[src/rtl/mem_arbiter_pkg.sv]
// Shared bundle types for the fetch/data memory arbiter.
// Memory command and mask constants plus arbiter state and grant enums.
package mem_arbiter_pkg;

  localparam logic M_XRD = 1'b0;
  localparam logic M_XWR = 1'b1;

  localparam logic [2:0] MT_X  = 3'd0;
  localparam logic [2:0] MT_B  = 3'd1;
  localparam logic [2:0] MT_H  = 3'd2;
  localparam logic [2:0] MT_W  = 3'd3;
  localparam logic [2:0] MT_D  = 3'd4;
  localparam logic [2:0] MT_BU = 3'd5;
  localparam logic [2:0] MT_HU = 3'd6;
  localparam logic [2:0] MT_WU = 3'd7;

  typedef enum logic [1:0] {
    ARB_IDLE,
    ARB_BUSY_I,
    ARB_BUSY_D
  } ArbState;

  typedef enum logic [1:0] {
    GNT_NONE,
    GNT_I,
    GNT_D
  } ArbGrant;

endpackage

[src/rtl/mem_arbiter_if.sv]
// Bus bundle between core ports, arbiter and memory.
// slave = arbiter view, master = core/memory view.
interface mem_arbiter_if #(
  parameter int ADDR_W = 32,
  parameter int DATA_W = 32
) ();

  logic              imem_req_valid;
  logic              imem_req_ready;
  logic [ADDR_W-1:0] imem_req_addr;
  logic              imem_res_valid;
  logic [DATA_W-1:0] imem_res_data;

  logic              dmem_req_valid;
  logic              dmem_req_ready;
  logic [ADDR_W-1:0] dmem_req_addr;
  logic [DATA_W-1:0] dmem_req_data;
  logic              dmem_req_fcn;
  logic [2:0]        dmem_req_typ;
  logic              dmem_res_valid;
  logic [DATA_W-1:0] dmem_res_data;

  logic              mem_req_valid;
  logic              mem_req_ready;
  logic [ADDR_W-1:0] mem_req_addr;
  logic [DATA_W-1:0] mem_req_data;
  logic              mem_req_fcn;
  logic [2:0]        mem_req_typ;
  logic              mem_res_valid;
  logic [DATA_W-1:0] mem_res_data;

  modport slave (
    input  imem_req_valid, imem_req_addr,
    output imem_req_ready, imem_res_valid, imem_res_data,
    input  dmem_req_valid, dmem_req_addr, dmem_req_data,
    input  dmem_req_fcn, dmem_req_typ,
    output dmem_req_ready, dmem_res_valid, dmem_res_data,
    output mem_req_valid, mem_req_addr, mem_req_data,
    output mem_req_fcn, mem_req_typ,
    input  mem_req_ready, mem_res_valid, mem_res_data
  );

  modport master (
    output imem_req_valid, imem_req_addr,
    input  imem_req_ready, imem_res_valid, imem_res_data,
    output dmem_req_valid, dmem_req_addr, dmem_req_data,
    output dmem_req_fcn, dmem_req_typ,
    input  dmem_req_ready, dmem_res_valid, dmem_res_data,
    input  mem_req_valid, mem_req_addr, mem_req_data,
    input  mem_req_fcn, mem_req_typ,
    output mem_req_ready, mem_res_valid, mem_res_data
  );

endinterface

[src/rtl/mem_arbiter_grant.sv]
// Data-first priority pick with a saturating streak counter
// that hands the next grant to a waiting fetch.
module mem_arbiter_grant
  import mem_arbiter_pkg::*;
#(
  parameter int MAX_D_STREAK = 4
) (
  input  logic    clk,
  input  logic    reset,
  input  logic    i_valid,
  input  logic    d_valid,
  input  logic    hs,
  input  logic    grant_en,
  output ArbGrant gnt
);

  localparam int SW =
    (MAX_D_STREAK < 1) ? 1 : $clog2(MAX_D_STREAK + 1);
  localparam logic [SW-1:0] MAX_S = SW'(MAX_D_STREAK);

  logic [SW-1:0] streak_q, streak_d;
  logic          fetch_due;

  always_comb begin
    fetch_due = i_valid && (streak_q == MAX_S);
    gnt       = GNT_NONE;
    if (grant_en) begin
      if (d_valid && !fetch_due) gnt = GNT_D;
      else if (i_valid)          gnt = GNT_I;
    end
  end

  // Streak only measures data grants made while fetch is waiting.
  always_comb begin
    streak_d = streak_q;
    if (!i_valid)
      streak_d = '0;
    else if (hs && gnt == GNT_I)
      streak_d = '0;
    else if (hs && gnt == GNT_D && streak_q != MAX_S)
      streak_d = streak_q + SW'(1);
  end

  always_ff @(posedge clk or posedge reset) begin
    if (reset) streak_q <= '0;
    else       streak_q <= streak_d;
  end

endmodule

[src/rtl/mem_arbiter.sv]
// Single-outstanding arbiter sharing one memory port between fetch and data.
// Define MEM_ARBITER_PERF_EN to add grant/conflict performance counters.
module mem_arbiter
  import mem_arbiter_pkg::*;
#(
  parameter int ADDR_W       = 32,
  parameter int DATA_W       = 32,
  parameter int MAX_D_STREAK = 4
) (
  input  logic        clk,
  input  logic        reset,
  mem_arbiter_if.slave bus
`ifdef MEM_ARBITER_PERF_EN
  ,
  output logic [31:0] perf_i_grants,
  output logic [31:0] perf_d_grants,
  output logic [31:0] perf_conflict_cycles
`endif
);

  ArbState state_q, state_d;
  ArbGrant gnt;
  logic    grant_en;
  logic    hs;

  assign grant_en = (state_q == ARB_IDLE) && !reset;
  assign hs       = bus.mem_req_valid && bus.mem_req_ready;

  mem_arbiter_grant #(
    .MAX_D_STREAK(MAX_D_STREAK)
  ) u_grant (
    .clk     (clk),
    .reset   (reset),
    .i_valid (bus.imem_req_valid),
    .d_valid (bus.dmem_req_valid),
    .hs      (hs),
    .grant_en(grant_en),
    .gnt     (gnt)
  );

  always_comb begin
    state_d            = state_q;
    bus.mem_req_valid  = 1'b0;
    bus.mem_req_addr   = {ADDR_W{1'b0}};
    bus.mem_req_data   = {DATA_W{1'b0}};
    bus.mem_req_fcn    = M_XRD;
    bus.mem_req_typ    = MT_X;
    bus.imem_req_ready = 1'b0;
    bus.dmem_req_ready = 1'b0;
    bus.imem_res_valid = 1'b0;
    bus.imem_res_data  = {DATA_W{1'b0}};
    bus.dmem_res_valid = 1'b0;
    bus.dmem_res_data  = {DATA_W{1'b0}};
    unique case (state_q)
      ARB_IDLE: begin
        unique case (gnt)
          GNT_D: begin
            bus.mem_req_valid  = 1'b1;
            bus.mem_req_addr   = bus.dmem_req_addr;
            bus.mem_req_data   = bus.dmem_req_data;
            bus.mem_req_fcn    = bus.dmem_req_fcn;
            bus.mem_req_typ    = bus.dmem_req_typ;
            bus.dmem_req_ready = bus.mem_req_ready;
          end
          GNT_I: begin
            bus.mem_req_valid  = 1'b1;
            bus.mem_req_addr   = bus.imem_req_addr;
            bus.mem_req_fcn    = M_XRD;
            bus.mem_req_typ    = MT_WU;
            bus.imem_req_ready = bus.mem_req_ready;
          end
          default: ;
        endcase
        if (hs)
          state_d = (gnt == GNT_D) ? ARB_BUSY_D : ARB_BUSY_I;
      end
      ARB_BUSY_I: begin
        if (bus.mem_res_valid) begin
          bus.imem_res_valid = 1'b1;
          bus.imem_res_data  = bus.mem_res_data;
          state_d            = ARB_IDLE;
        end
      end
      ARB_BUSY_D: begin
        if (bus.mem_res_valid) begin
          bus.dmem_res_valid = 1'b1;
          bus.dmem_res_data  = bus.mem_res_data;
          state_d            = ARB_IDLE;
        end
      end
      default: state_d = ARB_IDLE;
    endcase
  end

  always_ff @(posedge clk or posedge reset) begin
    if (reset) state_q <= ARB_IDLE;
    else       state_q <= state_d;
  end

`ifdef MEM_ARBITER_PERF_EN
  logic [31:0] pi_q, pi_d, pd_q, pd_d, pc_q, pc_d;

  always_comb begin
    pi_d = pi_q + 32'(hs && gnt == GNT_I);
    pd_d = pd_q + 32'(hs && gnt == GNT_D);
    pc_d = pc_q + 32'(grant_en && bus.imem_req_valid
                      && bus.dmem_req_valid);
  end

  always_ff @(posedge clk or posedge reset) begin
    if (reset) begin
      pi_q <= '0;
      pd_q <= '0;
      pc_q <= '0;
    end else begin
      pi_q <= pi_d;
      pd_q <= pd_d;
      pc_q <= pc_d;
    end
  end

  assign perf_i_grants        = pi_q;
  assign perf_d_grants        = pd_q;
  assign perf_conflict_cycles = pc_q;
`endif

endmodule

[src/flat_wrapper.sv]
// flat-port wrapper written by rule: the top's interface ports become plain ports
module mem_arbiter_flat import mem_arbiter_pkg::*;
#(
  parameter int ADDR_W       = 32,
  parameter int DATA_W       = 32,
  parameter int MAX_D_STREAK = 4
)
  (clk, reset, bus_imem_req_valid, bus_imem_req_addr, bus_imem_req_ready, bus_imem_res_valid, bus_imem_res_data, bus_dmem_req_valid, bus_dmem_req_addr, bus_dmem_req_data, bus_dmem_req_fcn, bus_dmem_req_typ, bus_dmem_req_ready, bus_dmem_res_valid, bus_dmem_res_data, bus_mem_req_valid, bus_mem_req_addr, bus_mem_req_data, bus_mem_req_fcn, bus_mem_req_typ, bus_mem_req_ready, bus_mem_res_valid, bus_mem_res_data);
  mem_arbiter_if #(.ADDR_W(ADDR_W), .DATA_W(DATA_W)) bus_i ();
  input  logic clk;
  input  logic reset;
  input wire logic [$bits(bus_i.imem_req_valid)-1:0] bus_imem_req_valid;
  input wire logic [$bits(bus_i.imem_req_addr)-1:0] bus_imem_req_addr;
  output wire logic [$bits(bus_i.imem_req_ready)-1:0] bus_imem_req_ready;
  output wire logic [$bits(bus_i.imem_res_valid)-1:0] bus_imem_res_valid;
  output wire logic [$bits(bus_i.imem_res_data)-1:0] bus_imem_res_data;
  input wire logic [$bits(bus_i.dmem_req_valid)-1:0] bus_dmem_req_valid;
  input wire logic [$bits(bus_i.dmem_req_addr)-1:0] bus_dmem_req_addr;
  input wire logic [$bits(bus_i.dmem_req_data)-1:0] bus_dmem_req_data;
  input wire logic [$bits(bus_i.dmem_req_fcn)-1:0] bus_dmem_req_fcn;
  input wire logic [$bits(bus_i.dmem_req_typ)-1:0] bus_dmem_req_typ;
  output wire logic [$bits(bus_i.dmem_req_ready)-1:0] bus_dmem_req_ready;
  output wire logic [$bits(bus_i.dmem_res_valid)-1:0] bus_dmem_res_valid;
  output wire logic [$bits(bus_i.dmem_res_data)-1:0] bus_dmem_res_data;
  output wire logic [$bits(bus_i.mem_req_valid)-1:0] bus_mem_req_valid;
  output wire logic [$bits(bus_i.mem_req_addr)-1:0] bus_mem_req_addr;
  output wire logic [$bits(bus_i.mem_req_data)-1:0] bus_mem_req_data;
  output wire logic [$bits(bus_i.mem_req_fcn)-1:0] bus_mem_req_fcn;
  output wire logic [$bits(bus_i.mem_req_typ)-1:0] bus_mem_req_typ;
  input wire logic [$bits(bus_i.mem_req_ready)-1:0] bus_mem_req_ready;
  input wire logic [$bits(bus_i.mem_res_valid)-1:0] bus_mem_res_valid;
  input wire logic [$bits(bus_i.mem_res_data)-1:0] bus_mem_res_data;
  assign bus_i.imem_req_valid = bus_imem_req_valid;
  assign bus_i.imem_req_addr = bus_imem_req_addr;
  assign bus_imem_req_ready = bus_i.imem_req_ready;
  assign bus_imem_res_valid = bus_i.imem_res_valid;
  assign bus_imem_res_data = bus_i.imem_res_data;
  assign bus_i.dmem_req_valid = bus_dmem_req_valid;
  assign bus_i.dmem_req_addr = bus_dmem_req_addr;
  assign bus_i.dmem_req_data = bus_dmem_req_data;
  assign bus_i.dmem_req_fcn = bus_dmem_req_fcn;
  assign bus_i.dmem_req_typ = bus_dmem_req_typ;
  assign bus_dmem_req_ready = bus_i.dmem_req_ready;
  assign bus_dmem_res_valid = bus_i.dmem_res_valid;
  assign bus_dmem_res_data = bus_i.dmem_res_data;
  assign bus_mem_req_valid = bus_i.mem_req_valid;
  assign bus_mem_req_addr = bus_i.mem_req_addr;
  assign bus_mem_req_data = bus_i.mem_req_data;
  assign bus_mem_req_fcn = bus_i.mem_req_fcn;
  assign bus_mem_req_typ = bus_i.mem_req_typ;
  assign bus_i.mem_req_ready = bus_mem_req_ready;
  assign bus_i.mem_res_valid = bus_mem_res_valid;
  assign bus_i.mem_res_data = bus_mem_res_data;
  mem_arbiter #(.ADDR_W(ADDR_W), .DATA_W(DATA_W), .MAX_D_STREAK(MAX_D_STREAK)) u_core (.clk(clk), .reset(reset), .bus(bus_i));
endmodule
[config.mk]
export PLATFORM = sky130hd
export DESIGN_NAME = mem_arbiter_flat
export DESIGN_NICKNAME = d
export VERILOG_FILES = /design/src/rtl/mem_arbiter_pkg.sv /design/src/rtl/mem_arbiter_if.sv /design/src/rtl/mem_arbiter_grant.sv /design/src/rtl/mem_arbiter.sv /design/src/flat_wrapper.sv
export SDC_FILE = /design/constraint.sdc
export NUM_CORES = 1
export LEC_CHECK = 0
export ABC_CLOCK_PERIOD_IN_PS = 2900
export BUFFER_PORTS_ARGS = -buffer_cell sky130_fd_sc_hd__buf_2
export CAP_MARGIN = 25
export CORE_AREA = 5 5 104 106
export DETAILED_ROUTE_END_ITERATION = 12
export DIE_AREA = 0 0 109 111
export MAX_ROUTING_LAYER = met4
export PLACE_DENSITY = 0.52
export SYNTH_ARGS = -nofsm -noshare
export SYNTH_HDL_FRONTEND = slang
export SYNTH_SLANG_ARGS = --single-unit
[constraint.sdc]
create_clock -name clk -period 2.9 [get_ports clk]
set_input_delay 0.58 -clock clk [delete_from_list [all_inputs] [get_ports clk]]
set_output_delay 0.58 -clock clk [all_outputs]
set_load 0.05 [all_outputs]
==> results of run 1 <==
cells by family (layout without fill, tap and decap cells):
kind of cell	after synthesis	after routing
muxes	2	2
DFF	5	5
and+or+nand+nor	152	152
buffers and inverters	42	301
AOI/OAI and AO/OA	45	45
adders and majority gates	7	7
registers in the layout (all words and copies together), names as in the netlist:
signal / count
u_core.u_grant.streak_q: 3
u_core.state_q: 2
synth_stat cells:
library cell	n	area, sq um
nand2b_1	3	18.8
mux2i_1	2	20.0
nand3_2	1	10.0
nor2b_1	2	12.5
and2_1	2	12.5
or4_1	1	7.51
buf_2	6	30.0
nand2_1	4	15.0
a21o_1	1	7.51
ha_1	7	87.6
dfrtp_1	5	125
inv_1	8	30.0
o21ai_0	2	10.0
buf_1	3	11.3
a22oi_1	32	240
nor2_1	35	131
buf_4	1	7.51
nand3_1	5	25.0
a21oi_1	8	40.0
clkbuf_1	23	86.3
and3_1	99	619
o31ai_1	1	7.51
o21ai_1	1	5.00
inv_2	1	3.75
power by group through the flow:
stage	Combinational, W	Clock (W)	Sequential (W)
6_report	0.00181	0.000131	0.0000950
3_5_place_dp	0.00168	0	0.0000939
4_1_cts	0.00170	0.000137	0.0000923
3_3_place_gp	0.00167	0	0.0000917
5_1_grt	0.00193	0.000142	0.0000961
2_1_floorplan	0.00124	0	0.0000906
worst register-to-register path: stages (launching register included):
cell and delay [ns]:
dfrtp_1 0.39, inv_2 0.08, ha_2 0.18, nor2b_4 0.15
nand3_1 0.11, inv_1 0.08, ha_2 0.23, buf_12 0.21
nand3_2 0.13, or4_1 0.42, a21oi_1 0.16
worst paths after layout:
check / start / end / slack [ns]
hold reg to reg: u_core.state_q[0] / u_core.state_q[0] / 0.57
min in group clk: u_core.state_q[0] / u_core.state_q[0] / 0.57
setup / recovery: u_core.u_grant.streak_q[0] / bus_mem_req_addr[8] / 0.11
setup reg to reg: u_core.state_q[1] / u_core.u_grant.streak_q[2] / 0.69
max in group asynchronous: reset / u_core.u_grant.streak_q[0] / 2.40
hold / removal: reset / u_core.state_q[1] / 0.30
per-layer routing:
metal | routed length (um) | global-route usage [%]
met3 | 836 | 2.50
met5 | 0 | -
met1 | 4000 | 16.6
met4 | 35 | 1.01
met2 | 5050 | 25.9
layout make-up:
cell class,instances,area [sq um]
Inverter,9,33.8
Fill cell,1013,6240
Multi-Input combinational cell,206,1320
Sequential cell,5,125
Timing Repair Buffer,288,1760
Clock buffer,4,45.0
Tap cell,133,166
through the flow:
stage                     setup slack, ns  hold slack [ns]
after floorplan                   -0.0979            0.359
after global placement              0.191            0.506
after detailed placement            0.135            0.518
after CTS                          0.0334            0.281
after global routing              -0.0139            0.312
final                               0.111            0.300
cells in the final DEF (no fill, tap or decap), drive strengths merged:
master  Yosys  final
dfrtp       5      5
inv         9      9
o31ai       1      1
and2        2      2
or4         1      1
buf        10    286
ha          7      7
nand2       4      4
a22oi      32     32
nand3       6      6
nor2       35     35
a21o        1      1
mux2i       2      2
and3       99     99
nor2b       2      2
nand2b      3      3
a21oi       8      8
o21ai       3      3
clkbuf     23      6
what timing repair did:
item / 4_1_cts / 5_1_grt
gates cloned: 0 / 3
gates resized for setup: 35 / 34
hold endpoints to repair: 0 / 0
buffers inserted: 0 / 2
setup endpoints to repair: 32 / 37
==> flow_summary.json, run 1 <==
{
  "grt_pass1_vias": 2707,
  "grt_overflow_total": 0,
  "cp.required_ns": 2.32,
  "crit_slowest_cell": "dfrtp_1",
  "clk_latency_ns": 0.22,
  "combPwrFrac_pct": 88.9,
  "dr_total_vias": 2893,
  "synthMuxAreaShare_pct": 1.28,
  "critPathMaxStageDelay_ns": 0.39,
  "ys_ff_latch": 5,
  "routabilityCongestion": 0.792,
  "p_int_w": 0.000712,
  "rr_worst_depth": 10,
  "cp_common_cell": "nand2_1",
  "cap_viol_max_count": 0,
  "slew_viol_final": 0,
  "startpoint_type": "flop",
  "synth-simple-area-share_pct": 54.5,
  "ys_seq_area_share_pct": 8.00,
  "critPathMaxFanout": 8,
  "crit_type": "reg -> out",
  "finalSetupTns_ns": 0,
  "post_dp_cell_area_sq_mm": 0.00312,
  "p_total_w": 0.00204,
  "cts_max_level": 1,
  "vdd_drop_max_v": 0.000267,
  "fin_crit_ns": 2.79,
  "synthCells": 253,
  "max_clock_freq_mhz": 358,
  "die_h_um": 111,
  "end_kind": "output port",
  "antenna_found_initial": 0,
  "cts_max_path_buffers": 2,
  "crit_chain": "inv_1 -> ha_2 -> nand2_1 -> nand2_1 -> and3_1 -> ha_1 -> nand2b_4 -> clkbuf_16 -> nor2_1 -> buf_4",
  "hold_buffers": 0,
  "hold_class": "in -> async",
  "p_sw_w": 0.00133,
  "avgSynthCellArea_sq_um": 6.18,
  "place_hpwl_um": 7640,
  "drt-wirelength-per-cell_um": 15.4,
  "crit_buf_inv": 3,
  "synth-compound-area-share_pct": 19.8,
  "final_area_sq_mm": 0.00344,
  "cts.sinks": 5,
  "synth_top_family_by_area": "simple AND/OR/NAND/NOR gates",
  "skew_ns": 0.00364,
  "ys_warn_count": 0,
  "grt_max_degree": 68,
  "dp.cells": 636,
  "switching_share_pct": 65.1,
  "worst_slew_pin_slew_ns": 0.432,
  "setup_viol": 0,
  "syn_area_sq_mm": 0.00156,
  "io_buffers": 274,
  "post-route-drc-count": 0,
  "cts_tree": "done",
  "status": "finished clean",
  "p_leak_nw": 2.29,
  "die_w_um": 109,
  "nNetsFinal": 658,
  "cts_buffers": 3,
  "synth_cell_types": 24,
  "critPathArrivalTime_ns": 2.21,
  "cp_top_family": "simple AND/OR/NAND/NOR gates",
  "pin_count": 275,
  "fp-row-count": 36,
  "die_area_sq_mm": 0.0121,
  "seqPwrFrac_pct": 4.7,
  "synth-xor-area-share_pct": 0,
  "synthAdderAreaFrac_pct": 5.60,
  "finalNonFillerCells": 645,
  "coreArea_sq_mm": 0.00968,
  "diodes": 0,
  "utilization_pct": 35.5,
  "relSlewSlack_pct": 71.2,
  "start_util_pct": 16.1,
  "p_per_area_mw_per_mm2": 592,
  "fin_crit_sh_pct": 96.2,
  "drive_gt1_share_pct": 60.4,
  "grt_first_pass_wirelength_um": 13700,
  "clockRootBuffer": "clkbuf_8",
  "path_depth": 10,
  "drt_wl_total_um": 9920,
  "drt_iter0_markers": 160,
  "drtPass1Iterations": 4,
  "hold_viol": 0,
  "p_clk_share_pct": 6.4,
  "drtAntennaViolNets": 0,
  "grt.total_usage_pct": 14.2,
  "viasPerCell": 4.49,
  "clk_pin_slew_worst_paths_ns": 0.04,
  "syn2layout_area_growth_pct": 120,
  "syn_nets": 398
}
(Power assumes the default switching activity.)
==> run 2, diff against run 1 <==
Settings changed: CORE_AREA 5 5 104 106 to 5 5 105 107, CTS_CLUSTER_SIZE from default to 10, DIE_AREA 0 0 109 111 to 0 0 110 112, PLACE_DENSITY 0.52 to 0.51, SYNTH_HIERARCHICAL from default to 1.
==> run 2 against run 1 <==
Cell count is 1.7% higher. Critical endpoint is now bus_mem_req_addr[30]. Utilization is 2.8 points higher. Register-to-register slack worse by 0.59 ns. Combinational power is 5% higher. Largest cell class unchanged. Clock skew is 0.0011 ns lower. Critical path depth is 1 higher. Sequential power is 8.5% lower. Setup slack worse by 0.028 ns. Die area is 1.8% higher. Routed wire length is 9.2% higher.
==> flow_summary.json, run 2 <==
{
  "hold_viol": 0,
  "skew_ns": 0.00252,
  "vdd_drop_max_v": 0.000326,
  "die_h_um": 112,
  "clk_latency_ns": 0.21,
  "hold_class": "in -> async",
  "setup_ws_ns": 0.0824,
  "cts.sinks": 5,
  "final_area_sq_mm": 0.00385,
  "routabilityCongestion": 0.879,
  "startpoint_type": "flop",
  "grt_first_pass_wirelength_um": 14300,
  "place_hpwl_um": 7820,
  "yosysTopAreaCell": "and3_1",
  "viasPerCell": 4.50,
  "cts_max_level": 1,
  "status": "finished clean",
  "post-route-drc-count": 0,
  "relSlewSlack_pct": 49.2,
  "drt_wl_total_um": 10800,
  "p_total_w": 0.00211,
  "drive_gt1_share_pct": 68.3,
  "die_area_sq_mm": 0.0123,
  "drt-wirelength-per-cell_um": 16.5,
  "critPathArrivalTime_ns": 2.24,
  "rr_worst_depth": 14,
  "ys_ff_latch": 5,
  "post-place-ws_ns": 0.0421,
  "grt_overflow_total": 0,
  "critPathMaxStageDelay_ns": 0.39,
  "crit_chain": "inv_2 -> ha_4 -> inv_2 -> nor2_4 -> nand2_2 -> a31oi_4 -> ha_4 -> nand2b_4 -> clkbuf_16 -> nor2_4 -> buf_6",
  "synthCells": 253,
  "cap_viol_max_count": 0,
  "cts_tree": "done",
  "fin_crit_sh_pct": 97.2,
  "die_w_um": 110,
  "critPathMaxFanout": 8,
  "synthFlopType": "dfrtp_1",
  "nNetsFinal": 666,
  "syn2layout_area_growth_pct": 143,
  "clockRootBuffer": "clkbuf_8",
  "clk_pin_slew_worst_paths_ns": 0.03,
  "avgSynthCellArea_sq_um": 6.27,
  "antenna_found_initial": 0,
  "slew_viol_final": 0,
  "syn_nets": 398,
  "regMostFlops": "u_core/u_grant/streak_q",
  "cp_top_family": "simple AND/OR/NAND/NOR gates",
  "crit_buf_inv": 4,
  "cp.required_ns": 2.32,
  "nFillCells": 1045,
  "finalNonFillerCells": 656,
  "layout_commonest_cell": "buf_2",
  "synth-edff-count": 0,
  "synth_most_common_cell": "and3_1",
  "end_kind": "output port",
  "cts_max_path_buffers": 2,
  "drtPass1Iterations": 5,
  "crit_slowest_cell": "dfrtp_1",
  "grt_pass1_vias": 2821,
  "io_buffers": 274,
  "p_per_area_mw_per_mm2": 549,
  "post_dp_cell_area_sq_mm": 0.00319,
  "synth_area_leaders": "and3_1 39%, a22oi_1 15%, nor2_1 9.0%",
  "fin_crit_ns": 2.82,
  "diodes": 0,
  "crit_type": "reg -> out",
  "p_leak_nw": 2.40,
  "hold_buffers": 0,
  "dp.cells": 639,
  "coreArea_sq_mm": 0.0100,
  "finalSetupTns_ns": 0,
  "timing.reg2reg.setup_slack_ns": 0.10,
  "max_clock_freq_mhz": 355,
  "drt_iter0_markers": 130,
  "ys_seq_area_share_pct": 7.89,
  "largest_reg_flops": 3,
  "syn_area_sq_mm": 0.00159,
  "top_regs": "u_core/u_grant/streak_q (3), u_core/state_q (2)",
  "final_cell_mix": "237 x buf_2, 98 x and3_1, 30 x buf_6, 26 x a22oi_1, 19 x nor2_4",
  "setup_viol": 0,
  "synth.top_cell.area_share_pct": 38.7,
  "pin_count": 275,
  "rr_endpoint": "u_core/u_grant/streak_q[2]",
  "grt.total_usage_pct": 14.5,
  "drtAntennaViolNets": 0,
  "cts_buffers": 3,
  "synth_commonest_cells": "98 x and3_1, 38 x nor2_1, 32 x a22oi_1, 17 x buf_2, 11 x inv_1",
  "worst_slew_pin_slew_ns": 0.761,
  "grt_max_degree": 71,
  "r2r_start": "u_core/state_q[0]",
  "postSynth.asyncResetShare_pct": 100,
  "dr_total_vias": 2951,
  "ys_warn_count": 6,
  "start_util_pct": 15.8,
  "synth_cell_types": 27,
  "fp-row-count": 37
}
[run 2: cell count changes in the layout (fill, tap and decap cells not counted), moves of 6 or more]
| cell | before | now |
|---|---|---|
| a22oi_1 | 32 | 26 |
| nor2_1 | 26 | 1 |
| nor2_2 | 9 | 18 |
| a22oi_2 | 0 | 6 |
| buf_6 | 21 | 30 |
| nor2_4 | 0 | 19 |
[run 2: layer usage]
| metal | routed length [um] | track usage [%] | share of wire, % |
|---|---|---|---|
| met4 | 93 | 1.75 | 0.86 |
| met5 | 0 | - | 0 |
| met2 | 5870 | 26.9 | 54 |
| met1 | 4220 | 16.7 | 39 |
| met3 | 660 | 1.86 | 6.1 |
[run 2: where the power goes]
group	internal [W]	switching, W	leakage, nW
Clock	0.0000939	0.0000289	0.0228
Combinational	0.000631	0.00127	2.30
Sequential	0.0000798	0.00000715	0.0688
[run 2: worst max path at each step]
stage                        from              endpoint  cells after the start
6_report        u_core/state_q[0]  bus_mem_req_addr[30]                     11
5_1_grt         u_core/state_q[0]  bus_mem_req_addr[30]                     11
4_1_cts         u_core/state_q[1]  bus_mem_req_addr[26]                     11
3_5_place_dp    u_core/state_q[1]    bus_mem_req_typ[0]                     11
3_3_place_gp   bus_dmem_req_valid  bus_mem_req_addr[29]                      9
2_1_floorplan   u_core/state_q[0]   bus_mem_req_addr[0]                     11
[run 2: layout make-up]
| cell class | instances | area (sq um) | share of cell area (%) |
|---|---|---|---|
| repair buffers | 296 | 1910 | 49.8 |
| multi-input cells | 204 | 1550 | 40.3 |
| well taps | 136 | 170 | 4.42 |
| flip-flops and latches | 5 | 125 | 3.25 |
| clock buffers | 4 | 45.0 | 1.17 |
| inverters | 11 | 41.3 | 1.07 |
[run 2: metrics by stage]
| stage | hold WS (ns) | util, % |
|---|---|---|
| global route | 0.246 | 38.3 |
| CTS | 0.238 | 34.3 |
| global placement | 0.458 | 31.8 |
| finish | 0.250 | 38.3 |
| detailed placement | 0.461 | 31.8 |
| floorplan | 0.321 | - |
[run 2: cells by family after synthesis]
kind of cell	count (synthesis)	share of synthesized area, %
simple gates	153	53.7
compound gates	44	20.7
buf+inv	44	12.2
fa+ha+maj	7	5.52
flops	5	7.89
[run 2: what timing repair did]
item                                    4_1_cts  5_1_grt
gates cloned                                  1        7
gates resized for setup                      57       56
buffers inserted                              3        2
endpoints found under the setup margin       70       73
pin swaps                                     0        5
==> run 3, diff against run 2 <==
==> constraint.sdc (replaced) <==
create_clock -name clk -period 2.9 [get_ports clk]
set_input_delay 0 -clock clk [delete_from_list [all_inputs] [get_ports clk]]
set_output_delay 0 -clock clk [all_outputs]
set_load 0.05 [all_outputs]
==> run 3 against run 2 <==
Combinational power shrank 23%. Setup slack improved by 0.19 ns. Non-clock buffer count is 17 lower. Die area did not move. Register-to-register slack gained 0.22 ns. Critical path depth did not move. Via count is 5.7% lower. Clock power is essentially flat. Power decreased by 21%. Sequential share of layout area is 0.76 points higher. Critical path type unchanged. Largest cell class unchanged. Largest power group unchanged.
==> flow_summary.json, run 3 (synthesis results as in run 2) <==
{
  "status": "finished clean",
  "place_hpwl_um": 7780,
  "critPathArrivalTime_ns": 2.63,
  "drive_gt1_share_pct": 56.5,
  "max_clock_freq_mhz": 381,
  "finalSetupTns_ns": 0,
  "drt_iter0_markers": 137,
  "dp.cells": 634,
  "rsz0062_at_grt": "false",
  "post-route-drc-count": 0,
  "viasPerCell": 4.36,
  "cts_max_level": 1,
  "crit_chain": "inv_1 -> ha_1 -> inv_1 -> nor2_1 -> nand2_1 -> a31oi_1 -> ha_2 -> nand2b_1 -> buf_4 -> nor2_1 -> buf_2",
  "regMostFlops": "u_core/u_grant/streak_q",
  "crit_type": "reg -> out",
  "fin_crit_sh_pct": 90.6,
  "cts_tree": "done",
  "grt.total_usage_pct": 13.7,
  "startpoint_type": "flop",
  "p_leak_nw": 2.22,
  "fin_crit_ns": 2.63,
  "largest_reg_flops": 3,
  "layout_commonest_cell": "buf_2",
  "routabilityCongestion": 0.839,
  "hold_class": "in -> reg",
  "whs_path_depth": 2,
  "drt_wl_total_um": 9610,
  "antenna_found_initial": 0,
  "io_buffers": 274,
  "syn2layout_area_growth_pct": 96.8,
  "nNetsFinal": 649,
  "die_area_sq_mm": 0.0123,
  "cts_buffers": 3,
  "start_util_pct": 15.8,
  "dr_total_vias": 2784,
  "die_h_um": 112,
  "crit_slowest_cell": "dfrtp_1",
  "critPathMaxStageDelay_ns": 0.37,
  "drtAntennaViolNets": 0,
  "top_regs": "u_core/u_grant/streak_q (3), u_core/state_q (2)",
  "rr_worst_depth": 12,
  "drtPass1Iterations": 4,
  "pin_count": 275,
  "relSlewSlack_pct": 35.6,
  "grt_pass1_vias": 2579,
  "skew_ns": 0.00127,
  "coreArea_sq_mm": 0.0100,
  "slew_viol_final": 0,
  "clk_pin_slew_worst_paths_ns": 0.03,
  "clockRootBuffer": "clkbuf_8",
  "p_per_area_mw_per_mm2": 535,
  "setup_viol": 0,
  "grt_max_degree": 71,
  "end_kind": "output port",
  "fp-row-count": 37,
  "cts.sinks": 5,
  "hold_viol": 0,
  "die_w_um": 110,
  "cp.required_ns": 2.90,
  "vdd_drop_max_v": 0.000309,
  "diodes": 0,
  "finalNonFillerCells": 639,
  "cap_viol_max_count": 0,
  "cts_max_path_buffers": 2,
  "clk_latency_ns": 0.22,
  "critPathMaxFanout": 36,
  "grt_overflow_total": 0,
  "grt_first_pass_wirelength_um": 13500,
  "final_cell_mix": "271 x buf_2, 98 x and3_1, 38 x nor2_1, 32 x a22oi_1, 11 x inv_1",
  "drt-wirelength-per-cell_um": 15.0,
  "worst_slew_pin_slew_ns": 0.966,
  "utilization_pct": 31.0
}
-- run 3: worst paths after layout --
check	from	to	slack [ns]
worst max-delay path	u_core/state_q[0]	bus_mem_req_addr[7]	0.27
worst min-delay path	bus_imem_req_valid	u_core/u_grant/streak_q[0]	0.08
worst max register to register	u_core/state_q[0]	u_core/u_grant/streak_q[2]	0.32
worst min register to register	u_core/u_grant/streak_q[0]	u_core/u_grant/streak_q[0]	0.56
max in group asynchronous	reset	u_core/u_grant/streak_q[1]	2.56
min in group asynchronous	reset	u_core/state_q[1]	0.19
-- run 3: power breakdown --
group          leakage (nW)   total, W  internal [W]  switching (W)
Clock                0.0228   0.000126     0.0000942      0.0000321
Sequential           0.0688  0.0000850     0.0000797     0.00000533
Combinational          2.13    0.00146      0.000375        0.00108
-- run 3: per-layer routing --
metal | vias to the layer above | track usage (%) | wire length [um]
li1 | 1408 | - | -
met1 | 1256 | 15.7 | 3720
met2 | 112 | 25.3 | 5030
met3 | 8 | 2.14 | 791
met4 | 0 | 1.83 | 63
met5 | - | - | 0
-- run 3: repair_timing --
| action | 4_1_cts | 5_1_grt |
|---|---|---|
| resized for setup | 0 | 0 |
| buffers inserted | 0 | 0 |
| hold buffers | 1 | 0 |
| setup endpoints to repair | 0 | 0 |
| endpoints found under the hold margin | 5 | 0 |
-- run 3: area by class of cell --
type / instances / area [sq um]
clock buffers: 4 / 45.0
well taps: 136 / 170
flip-flops and latches: 5 / 125
repair buffers: 279 / 1470
multi-input cells: 204 / 1270
inverters: 11 / 41.3
fillers: 1139 / 6930
-- run 3: worst max-delay path: cells and delay by family (launching register included) --
kind | cells | cell delay [ns]
AOI/OAI and AO/OA | 1 | 0.20
adders and majority gates | 2 | 0.49
buffers and inverters | 4 | 0.71
DFF | 1 | 0.37
and+or+nand+nor | 4 | 0.61
-- run 3: stage by stage --
step                instance area, sq um  setup WS, ns  hold WS (ns)  power [W]
finish                              3120         0.273        0.0791    0.00167
global route                        3120        0.0188        0.0859    0.00177
CTS                                 3120         0.255        0.0675    0.00167
detailed placement                  3060         0.319        -0.124    0.00154
global placement                    3060         0.448        -0.119    0.00153
floorplan                           1590         0.140        -0.259    0.00117
